==> src/rtl/risc_sequencer.sv <==
// -----------------------------------------------------------------------------
// risc_sequencer -- control sequencer for the VeriRISC core.
//
// Steps through the fixed 8-phase instruction cycle and decodes the opcode
// into datapath strobes. A sticky halt flop freezes the machine in phase 4
// after an HLT, and a wrapping counter tracks retired instructions.
//
// Optional feature macro: SINGLE_STEP_EN
//   When defined, the sequencer waits in phase 0 until step_req is high, and
//   step_ack pulses for one cycle after each instruction completes.
//
// Ports:
//   clk       in   system clock, rising edge
//   rst       in   asynchronous active-low reset
//   step_req  in   single-step request        (SINGLE_STEP_EN only)
//   step_ack  out  single-step acknowledge    (SINGLE_STEP_EN only)
//   opcode    in   IR opcode field, valid from phase 3 onward
//   zero      in   accumulator-equals-zero flag, used in phase 6
//   phase     out  current phase 0..7
//   sel       out  1: PC drives address bus, 0: IR operand
//   rd, wr    out  memory read enable / write strobe
//   ld_ir, ld_ac, ld_pc, inc_pc, data_e  out  datapath strobes
//   halt      out  processor halted (sticky)
//   retired   out  completed-instruction count
// -----------------------------------------------------------------------------
module risc_sequencer #(
  parameter int OPW  = 3,
  parameter int CNTW = 16
) (
  input  logic            clk,
  input  logic            rst,
`ifdef SINGLE_STEP_EN
  input  logic            step_req,
  output logic            step_ack,
`endif
  input  logic [OPW-1:0]  opcode,
  input  logic            zero,
  output logic [2:0]      phase,
  output logic            sel,
  output logic            rd,
  output logic            wr,
  output logic            ld_ir,
  output logic            ld_ac,
  output logic            ld_pc,
  output logic            inc_pc,
  output logic            data_e,
  output logic            halt,
  output logic [CNTW-1:0] retired
);

  typedef enum logic [2:0] {
    INST_ADDR  = 3'd0,
    INST_FETCH = 3'd1,
    INST_LOAD  = 3'd2,
    IDLE       = 3'd3,
    OP_ADDR    = 3'd4,
    OP_FETCH   = 3'd5,
    ALU_OP     = 3'd6,
    STORE      = 3'd7
  } phase_e;

  localparam logic [OPW-1:0] OP_HLT = OPW'(0);
  localparam logic [OPW-1:0] OP_SKZ = OPW'(1);
  localparam logic [OPW-1:0] OP_ADD = OPW'(2);
  localparam logic [OPW-1:0] OP_AND = OPW'(3);
  localparam logic [OPW-1:0] OP_XOR = OPW'(4);
  localparam logic [OPW-1:0] OP_LDA = OPW'(5);
  localparam logic [OPW-1:0] OP_STO = OPW'(6);
  localparam logic [OPW-1:0] OP_JMP = OPW'(7);

  phase_e          phase_q, phase_d;
  logic            halt_q, halt_d;
  logic [CNTW-1:0] retired_q, retired_d;
  logic            ack_d;
  logic            step_ok;
  logic            is_hlt, is_skz, is_sto, is_jmp, aluop;

  assign is_hlt = (opcode == OP_HLT);
  assign is_skz = (opcode == OP_SKZ);
  assign is_sto = (opcode == OP_STO);
  assign is_jmp = (opcode == OP_JMP);
  assign aluop  = (opcode == OP_ADD) || (opcode == OP_AND) ||
                  (opcode == OP_XOR) || (opcode == OP_LDA);

`ifdef SINGLE_STEP_EN
  logic step_ack_q;
  // Phase 0 is the only stall point; mid-instruction the cycle always completes.
  assign step_ok  = (phase_q != INST_ADDR) || step_req;
  assign step_ack = step_ack_q;
`else
  assign step_ok  = 1'b1;
`endif

  // Next-state logic. HLT in phase 4 sets the flop instead of advancing, so
  // the phase stays frozen at 4 and the halted instruction is never counted.
  always_comb begin
    // NOTE: every variable gets a default first so no path leaves it unassigned (no latch).
    phase_d   = phase_q;
    halt_d    = halt_q;
    retired_d = retired_q;
    ack_d     = 1'b0;
    if (!halt_q) begin
      if (phase_q == OP_ADDR && is_hlt) begin
        halt_d = 1'b1;
      end else if (step_ok) begin
        phase_d = phase_e'(phase_q + 3'd1);
        if (phase_q == STORE) begin
          retired_d = retired_q + 1'b1;
          ack_d     = 1'b1;
        end
      end
    end
  end

  always_ff @(posedge clk or negedge rst) begin
    if (!rst) begin
      phase_q    <= INST_ADDR;
      halt_q     <= 1'b0;
      retired_q  <= '0;
`ifdef SINGLE_STEP_EN
      step_ack_q <= 1'b0;
`endif
    end else begin
      // NOTE: non-blocking assignments so every flop samples pre-edge values.
      phase_q    <= phase_d;
      halt_q     <= halt_d;
      retired_q  <= retired_d;
`ifdef SINGLE_STEP_EN
      step_ack_q <= ack_d;
`endif
    end
  end

`ifndef SINGLE_STEP_EN
  logic unused_ack;
  assign unused_ack = ack_d;
`endif

  // Strobe decode from the registered phase. Because reset forces phase_q to 0
  // asynchronously, wr and the other strobes drop the moment rst falls.
  always_comb begin
    sel    = 1'b0;
    rd     = 1'b0;
    wr     = 1'b0;
    ld_ir  = 1'b0;
    ld_ac  = 1'b0;
    ld_pc  = 1'b0;
    inc_pc = 1'b0;
    data_e = 1'b0;
    if (!halt_q) begin
      unique case (phase_q)
        INST_ADDR:  sel = 1'b1;
        INST_FETCH: begin sel = 1'b1; rd = 1'b1; end
        INST_LOAD,
        IDLE:       begin sel = 1'b1; rd = 1'b1; ld_ir = 1'b1; end
        OP_ADDR:    inc_pc = 1'b1;
        OP_FETCH:   rd = aluop;
        ALU_OP: begin
          rd     = aluop;
          inc_pc = is_skz && zero;
          ld_pc  = is_jmp;
          data_e = is_sto;
        end
        STORE: begin
          rd     = aluop;
          ld_ac  = aluop;
          ld_pc  = is_jmp;
          inc_pc = is_jmp;
          wr     = is_sto;
          data_e = is_sto;
        end
        default: ;
      endcase
    end
  end

  // halt rises combinationally in phase 4 with HLT, then the flop holds it.
  assign halt    = halt_q || (phase_q == OP_ADDR && is_hlt);
  assign phase   = phase_q;
  assign retired = retired_q;

endmodule

==> config.mk <==
export PLATFORM = sky130hd
export DESIGN_NAME = risc_sequencer
export DESIGN_NICKNAME = d
export VERILOG_FILES = /design/src/rtl/risc_sequencer.sv
export SDC_FILE = /design/constraint.sdc
export NUM_CORES = 1
export LEC_CHECK = 0
export CAP_MARGIN = 20
export CORE_MARGIN = 8
export CORE_UTILIZATION = 32
export CTS_CLUSTER_SIZE = 25
export DETAILED_ROUTE_END_ITERATION = 12
export PLACE_DENSITY_LB_ADDON = 0.05
export SETUP_SLACK_MARGIN = 0.3
export SKIP_CTS_REPAIR_TIMING = 1
export SKIP_LAST_GASP = 1
export SYNTH_ARGS = -nofsm -noshare
export SYNTH_HDL_FRONTEND = slang
export SYNTH_SLANG_ARGS = --single-unit
==> constraint.sdc <==
create_clock -name clk -period 1.7 [get_ports clk]
set_input_delay 0.17 -clock clk [delete_from_list [all_inputs] [get_ports clk]]
set_output_delay 0.17 -clock clk [all_outputs]
set_load 0.01 [all_outputs]
==> impl_metrics.toml <==
[clocking]
cts_num_sinks = 20
cts_made_buffers = 3
clk_path_buf_depth = 2
root_buffer = "clkbuf_4"
h-tree-depth = 1
cts.clk_slew.worst_paths_ns = 0.11
cts_tree = "done"
clk_latency_ns = 0.30

[floorplan]
num_io_pins = 34
dieWidth_um = 74.7
die_y_um = 74.7
die-area_sq_um = 5580
start_util_pct = 33.3
fp-row-count = 21
core_area_sq_um = 3310

[critical_path]
required_ns = 1.53
crit_slowest_cell = "dfrtp_2"
rr_worst_depth = 9
critPathTopFamily = "flip-flops"
cp_max_fo = 5
critical_path_arrival_ns = 1.66
r2r_slack_ns = -0.11
setup.worst_path.end_class = "primary output"
crit_start = "phase[0]$_DFFE_PN0P_"
worstPathCellList = "inv_4 -> ha_4 -> nand3_1 -> nor3_1 -> o21ai_0 -> a21oi_1 -> dlymetal6s2s_1"
start_kind = "flop"
critical_path_class = "flop to primary output"
cp_slowest_stage_delay_ns = 0.45
r2r-start = "phase[0]$_DFFE_PN0P_"
critPathBufInv = 2
rr_endpoint = "retired[4]$_DFFE_PN0P_"

[layout]
final_nets = 184
design_area_sq_um = 1980
drive_gt1_share_pct = 46.5
fill_cells = 291
antenna_cells = 0
area_growth_pct = 79.2

[sta]
period_minus_slack_ns = 1.83
tightestPinTransition_ns = 0.357
period_share_pct = 107
holdWs_ns = 0.190
skew_ns = 0.00235
slew_violations = 0
hold_viol_final = 0
rsz0062_at_grt = "true"
relSlewSlack_pct = 76.2
setup_viol = 18
worst_slack_ns = -0.126
timing.fmax_ghz = 0.548

[power]
p_leak_nw = 1.13
vdd_drop_max_uv = 845
p_per_area_nw_per_um2 = 1240

[yosys]
postSynthAreaPerCell_sq_um = 10.7
syn_area_sq_um = 1100
syn-num-nets = 116
ys_ff_latch = 20
synthCells = 103
async_reset_ff_share_pct = 100
synth_ff_type = "dfrtp_1"
synth-warning-count = 0
synth_cell_types = 24
synth.yosys.seq_area_share_pct = 45.4
synth_edf_count = 0

[routing]
via_per_inst = 4.71
drc = 0
vias = 1017
wl_per_cell_um = 14.1
ant_nets = 0
drtIter0Drc = 60
finalWirelength_um = 3050
firstDrtPassIters = 4

[global_route]
grt_pass1_wl_um = 4400
gr-total-overflow = 0
grt_max_degree = 21
grt_pass1_vias = 918
grt_use_total_pct = 10.2
grt_antenna_before_repair = 0

[placed_design]
dpl.hpwl_um = 2020
port_buffers = 33
gp_congestion = 0.778
postPlaceCellArea_sq_um = 1640

[min_path]
hp-class = "input pin to async pin"

[run_status]
status = "finished with violations"
violations = "negative setup slack"

[flow_run]
max_cap_viol_count = 0
-- state kept, by name, summed over array words and instances, names as in the netlist --
register / cells
phase: 3
halt_q: 1
retired: 16
-- cells in the mapped netlist (2+ instances only) --
master	number	area, sq um
dfrtp_1	20	500
xnor2_1	14	123
a21oi_1	9	45.0
ha_1	7	87.6
inv_1	6	22.5
nand2_1	6	22.5
nand3_1	6	30.0
nand4_1	5	31.3
and3_1	3	18.8
and4_1	3	26.3
buf_2	3	15.0
nor2_1	3	11.3
o21ai_0	3	15.0
xor2_1	3	26.3
nor3_1	2	10.0
o31ai_1	2	15.0
-- area by class of cell --
type,instances,area [sq um],share of cell area [%]
inverter,6,27.5,1.39
clock buffer,4,36.3,1.84
sequential,20,507,25.6
tap,46,57.6,2.91
multi-input combinational,74,722,36.5
timing repair buffer,66,626,31.7
-- worst max path at each step --
| stage | to | cells past startpoint |
|---|---|---|
| after floorplan | retired[4]$_DFFE_PN0P_ | 6 |
| after global placement | rd | 6 |
| after detailed placement | rd | 6 |
| after CTS | inc_pc | 7 |
| after global routing | inc_pc | 7 |
| final | inc_pc | 7 |
-- cell families (layout without fill, tap and decap cells) --
kind of cell,after synthesis,count (layout),synth area share (%)
adder cells (fa/ha/maj),7,7,7.95
buffers and inverters,9,76,3.40
AND/OR/NAND/NOR,33,33,19.0
flip-flops,20,20,45.4
AO/OA/AOI/OAI,16,16,9.76
XOR/XNOR,17,17,13.5
multiplexers,1,1,1.02
-- per-stage QoR --
stage	TNS [ns]	power, mW	instances	worst slack [ns]	util [%]
3_5_place_dp	-2.75	1.86	194	-0.299	49.4
4_1_cts	-5.45	2.15	198	-0.603	50.5
6_report	-0.991	2.46	216	-0.126	59.7
3_3_place_gp	-2.28	1.83	194	-0.284	49.4
2_1_floorplan	0	1.28	103	0.0781	-
5_1_grt	-3.42	2.63	216	-0.253	59.7
-- cell usage in the layout (no fill, tap or decap), types with 4 or more instances in the layout --
cell type | synthesis | routed
xnor2_1 | 14 | 14
clkdlybuf4s50_1 | 0 | 5
inv_1 | 6 | 4
ha_4 | 0 | 4
dlymetal6s2s_1 | 0 | 21
dfrtp_1 | 20 | 15
buf_6 | 0 | 8
buf_4 | 0 | 25
buf_2 | 3 | 5
nand4_1 | 5 | 5
dfrtp_2 | 0 | 5
a21oi_1 | 9 | 5
nand3_2 | 0 | 4
-- power breakdown --
group | switching (mW) | leakage, nW | internal (mW)
clock network | 0.151 | 0.0210 | 0.131
registers | 0.151 | 0.254 | 0.587
logic | 0.653 | 0.855 | 0.785
-- routing by layer --
metal | vias to the layer above | track usage (%) | share of wire (%) | wire length, um
met3 | 4 | 4.13 | 5.3 | 163
met4 | 0 | 1.96 | 0.62 | 19
met5 | - | 0 | 0 | 0
met1 | 497 | 13.0 | 44 | 1350
met2 | 20 | 15.8 | 50 | 1520
li1 | 496 | - | - | -
Power figures use the tool's default switching activity.
==> variant 1, RTL diff (same settings) <==
Build with the macro `SINGLE_STEP_EN` defined.
--- a/src/rtl/risc_sequencer.sv
+++ b/src/rtl/risc_sequencer.sv
@@ -23,6 +23,8 @@
 //   halt      out  processor halted (sticky)
 //   retired   out  completed-instruction count
 // -----------------------------------------------------------------------------
+`define SINGLE_STEP_EN
+
 module risc_sequencer #(
   parameter int OPW  = 3,
   parameter int CNTW = 16
Ports: changed (added step_ack and step_req); port bits go from 34 to 36. The function was not compared with the original's and may differ.
==> variant 1 against the unedited design <==
- the flow still finishes with violations (negative setup slack)
- cell count grew 7.4%
- via count rose by 7.3%
- final area grew 13%
- maximum frequency fell by 4.1%
- worst setup slack got worse by 79 ps
- first-iteration DRC count fell by 15%
- combinational power is 34% higher
- wire length rose by 8.7%
- sequential cell count increased by 1
- total power is 23% higher
- synthesized area is 7.4% higher
- critical path depth decreased by 1
==> variant 1: results (changes against the unedited design) <==
** Global route
- Global-route wire length before repair :: 4.933 mm (was 4.395 mm)
- Combined global-route utilization of all metal layers :: 0.1002 (was 0.1017)

** Place
- The weighted congestion reported at the end of routability-driven placement was 0.7308 (was 0.7783).
- The placed standard-cell area came to 1800 sq um (was 1637 sq um).
- The total half-perimeter wirelength after legalization and detailed placement is 2.252 mm (was 2.019 mm).

** Status
- Run status: complete, but fails checks (unchanged).
- Failing checks :: negative setup slack (unchanged)

** Synthesis
- The share of cell area taken by muxes after synthesis came to 0.03488 (was 0.01022).
- Net Count, Synth :: 118 (was 116)
- Part of the Yosys area used for sequential elements :: 0.4440 (was 0.4540)
- Most numerous cell types in the synthesized netlist: sky130_fd_sc_hd__dfrtp_1, sky130_fd_sc_hd__xnor2_1, sky130_fd_sc_hd__nand4_1, sky130_fd_sc_hd__nand3_1, sky130_fd_sc_hd__ha_1 (was sky130_fd_sc_hd__dfrtp_1, sky130_fd_sc_hd__xnor2_1, sky130_fd_sc_hd__a21oi_1, sky130_fd_sc_hd__ha_1).
- The compound-gate portion of the synthesized area is 0.04440 (was 0.09762).
- Adder-cell share of the synthesized area :: 0.06342 (was 0.07946)

** Timing
- Final worst setup slack :: -205.5 ps (was -126.4 ps)
- The final setup violation count came to 22 (was 18).
- Max_slew headroom :: 0.7464 (was 0.7620)

** Drt
- The DRC violation total after the first TritonRoute iteration was 51 (was 60).
- The routed via count was 1091 (was 1017).
- The wire length per cell after detailed routing was 14.28 um (was 14.12 um).

** Final layout
- The count of nets after finishing is 198 (was 184).

** Power and ir drop
- The leakage power of the design was 1.201 nW (was 1.129 nW).

** Setup path
- The biggest fanout along the worst timing path was 3 (was 5).
- Worst Setup EP :: rd (was inc_pc)

** Clock network
- Clock-pin slew of the registers on the worst-case setup and hold paths :: 80 ps (was 110 ps)
- The clock insertion delay at the later pin of the skew report is 260 ps (was 300 ps).
variant 1: how the worst min path moves through the flow:
stage                start           to  cells past startpoint
4_1_cts                rst     step_ack                      2
2_1_floorplan          rst       halt_q                      0
6_report               rst   retired[8]                      2
3_3_place_gp   retired[15]  retired[15]                      1
5_1_grt                rst     step_ack                      2
3_5_place_dp   retired[15]  retired[15]                      1
variant 1: where the power goes:
part | leakage, nW | switching, mW | total (mW) | internal [mW]
clock | 0.0228 | 0.160 | 0.326 | 0.167
combinational | 0.911 | 0.791 | 1.93 | 1.14
sequential | 0.268 | 0.135 | 0.755 | 0.620
total | 1.20 | 1.09 | 3.02 | 1.93
variant 1: metrics by stage:
step | hold slack [ps] | worst slack (ps) | std cells | utilization
6_report | 254.2 | -205.5 | 232 | 0.6183
5_1_grt | 279.6 | -282.3 | 232 | 0.6183
4_1_cts | 261.3 | -555.8 | 211 | 0.5118
3_5_place_dp | 461.9 | -296.9 | 207 | 0.4993
3_3_place_gp | 452.5 | -277.9 | 207 | 0.4993
2_1_floorplan | -125.6 | 81.44 | 105 | -
variant 1: cell type report:
class	count	area share
timing repair buffer	78	0.3288
inverter	3	0.007295
sequential	21	0.2402
multi-input combinational	78	0.3765
clock buffer	4	0.02020
tap	48	0.02694
variant 1: cell families (layout without fill, tap and decap cells):
kind of cell | count (synthesis) | count (layout)
XOR/XNOR | 17 | 17
AO/OA/AOI/OAI | 7 | 7
AND/OR/NAND/NOR | 45 | 45
buffers and inverters | 6 | 85
flip-flops | 21 | 21
adder cells (fa/ha/maj) | 6 | 6
multiplexers | 3 | 3
variant 1: routing by layer:
layer / wire length, um / GRT usage
met5: 0 / 0
met4: 64 / 0.05769
met3: 185 / 0.03613
met2: 1656 / 0.1665
met1: 1408 / 0.1072
==> variant 2, RTL diff (same flow settings) <==
Made on the original files. Register the inputs `opcode` and `zero` before use, without a reset. The logic sees them one clock later. Comments in the files are not updated.
--- a/src/rtl/risc_sequencer.sv
+++ b/src/rtl/risc_sequencer.sv
@@ -68,6 +68,14 @@
   localparam logic [OPW-1:0] OP_STO = OPW'(6);
   localparam logic [OPW-1:0] OP_JMP = OPW'(7);
 
+  logic [OPW-1:0] opcode_q;
+  logic zero_q;
+
+  always_ff @(posedge clk) begin
+    opcode_q <= opcode;
+    zero_q   <= zero;
+  end
+
   phase_e          phase_q, phase_d;
   logic            halt_q, halt_d;
   logic [CNTW-1:0] retired_q, retired_d;
@@ -75,12 +83,12 @@
   logic            step_ok;
   logic            is_hlt, is_skz, is_sto, is_jmp, aluop;
 
-  assign is_hlt = (opcode == OP_HLT);
-  assign is_skz = (opcode == OP_SKZ);
-  assign is_sto = (opcode == OP_STO);
-  assign is_jmp = (opcode == OP_JMP);
-  assign aluop  = (opcode == OP_ADD) || (opcode == OP_AND) ||
-                  (opcode == OP_XOR) || (opcode == OP_LDA);
+  assign is_hlt = (opcode_q == OP_HLT);
+  assign is_skz = (opcode_q == OP_SKZ);
+  assign is_sto = (opcode_q == OP_STO);
+  assign is_jmp = (opcode_q == OP_JMP);
+  assign aluop  = (opcode_q == OP_ADD) || (opcode_q == OP_AND) ||
+                  (opcode_q == OP_XOR) || (opcode_q == OP_LDA);
 
 `ifdef SINGLE_STEP_EN
   logic step_ack_q;
@@ -157,7 +165,7 @@
         OP_FETCH:   rd = aluop;
         ALU_OP: begin
           rd     = aluop;
-          inc_pc = is_skz && zero;
+          inc_pc = is_skz && zero_q;
           ld_pc  = is_jmp;
           data_e = is_sto;
         end
Check against the original RTL: not equivalent (a bounded check fails within 10 cycles, from zero or initial values and one cycle with rst low).
==> variant 2 against the unedited design <==
- the run still ends with negative setup slack left
- count of clock-buffer cells in the layout unchanged
- final area is 4.4% higher
- critical path depth is 1 lower
- sequential cell count increased by 4
- worst setup slack better by 24 ps
- total power is 2.7% higher
- synthesized area is 11% higher
- maximum frequency grew 1.3%
- clock power grew 20%
- wire length increased by 4.4%
- largest power group unchanged
==> variant 2: results (changes against the unedited design) <==
** Place
- The weighted congestion reported at the end of routability-driven placement is 0.7309 (was 0.7783).
- Estimated wirelength of the detail-placed design :: 2.212 mm (was 2.019 mm)
- Count of placed standard cells including taps :: 209 (was 194)
- The pre-CTS setup slack is -257.6 ps (was -299.1 ps).

** Status
- Run status :: complete, but fails checks (unchanged)
- Failing checks :: negative setup slack (unchanged)

** Clock network
- The clock slew seen by the registers of the worst setup and hold paths was 80 ps (was 110 ps).
- Clock insertion delay at the later pin of the skew report :: 260 ps (was 300 ps)
- The root cell of the clock tree is sky130_fd_sc_hd__clkbuf_8 (was sky130_fd_sc_hd__clkbuf_4).

** Setup path
- Capture instance of the worst register-to-register path :: retired[8] (was retired[4])
- The number of cell instances on the worst register-to-register path was 8 (was 9).
- The worst reg-to-reg setup slack was -50 ps (was -110 ps).
- Critical R2R Launch :: phase[1] (was phase[0])
- Highest net fanout along the worst path :: 4 (was 5)

** Global route
- Combined global-route utilization of all metal layers :: 0.09747 (was 0.1017)
- Via count of the first global-routing pass :: 1004 (was 918)

** Final layout
- Final cell count without fillers :: 229 (was 216)
- The fraction of layout cells with a size suffix above 1 is 0.4199 (was 0.4647).
- Post-layout nets :: 196 (was 184)

** Synthesis
- The register area share after synthesis was 0.4754 (was 0.4540).

** Power and ir drop
- The worst ir drop on vdd came to 793.5 uV (was 844.8 uV).
- The leakage power of the design is 1.162 nW (was 1.129 nW).

** Drt
- Total routed wirelength :: 3.184 mm (was 3.049 mm)
- Drt initial violations :: 56 (was 60)

** Timing
- The maximum frequency from static timing analysis is 0.5549 GHz (was 0.5475 GHz).
- The final setup violation count came to 15 (was 18).
- Final worst-path cycle share :: 1.060 (was 1.074)
- Final worst setup slack :: -102.3 ps (was -126.4 ps)
[variant 2: changes by cell type after synthesis, moves of 3 or more]
cell and change:
sky130_fd_sc_hd__and4_1 -3, sky130_fd_sc_hd__nand4_1 +7, sky130_fd_sc_hd__a21oi_1 -3, sky130_fd_sc_hd__dfxtp_1 +4, sky130_fd_sc_hd__nand3_1 -4, sky130_fd_sc_hd__nor2_1 +3
[variant 2: cells by family after synthesis]
logic type | share of synthesized area
compound gates | 0.06250
xor+xnor | 0.1219
fa+ha+maj | 0.08197
buf+inv | 0.03176
flops | 0.4754
mux | 0.02049
simple gates | 0.2059
[variant 2: final cells by class]
cell class / instances / share of cell area
Sequential cell: 24 / 0.2862
Timing Repair Buffer: 68 / 0.3069
Tap cell: 48 / 0.02911
Multi-Input combinational cell: 80 / 0.3469
Clock buffer: 4 / 0.02183
Inverter: 5 / 0.009096
[variant 2: routing by layer]
| layer | vias up | track usage | wire length (um) |
|---|---|---|---|
| li1 | 535 | - | - |
| met1 | 519 | 0.1251 | 1478 |
| met2 | 20 | 0.1437 | 1516 |
| met3 | 2 | 0.04954 | 176 |
| met4 | 0 | 0.01698 | 13 |
| met5 | - | 0 | 0 |
[variant 2: critical path, stage by stage, from the launching register on]
cell and delay [ps]:
sky130_fd_sc_hd__dfrtp_2 460, sky130_fd_sc_hd__buf_6 130, sky130_fd_sc_hd__ha_2 170, sky130_fd_sc_hd__or3_1 310, sky130_fd_sc_hd__a21oi_1 130, sky130_fd_sc_hd__nor2_1 50, sky130_fd_sc_hd__buf_2 130
[variant 2: how the worst max path moves through the flow]
stage	start	endpoint	depth (start not counted)
floorplan	phase[0]	retired[14]	6
global placement	phase[0]	sel	6
detailed placement	phase[0]	sel	6
CTS	phase[0]	sel	6
global route	phase[0]	sel	6
finish	phase[0]	sel	6
[variant 2: report_power, final]
| group | leakage, nW | total, mW | switching [mW] | internal [mW] |
|---|---|---|---|---|
| Clock | 0.0228 | 0.339 | 0.172 | 0.167 |
| Combinational | 0.852 | 1.36 | 0.601 | 0.758 |
| Sequential | 0.287 | 0.825 | 0.150 | 0.675 |
| Total | 1.16 | 2.52 | 0.923 | 1.60 |
[variant 2: through the flow]
step / hold WS (ps) / instance area, sq um / TNS (ps) / power (mW)
5_1_grt: 250.8 / 2063 / -2519 / 2.735
3_5_place_dp: 458.0 / 1785 / -1959 / 2.032
6_report: 246.3 / 2063 / -534.2 / 2.524
4_1_cts: 248.6 / 1831 / -5040 / 2.389
3_3_place_gp: 453.3 / 1785 / -1738 / 2.023
2_1_floorplan: -125.6 / 1272 / 0 / 1.422
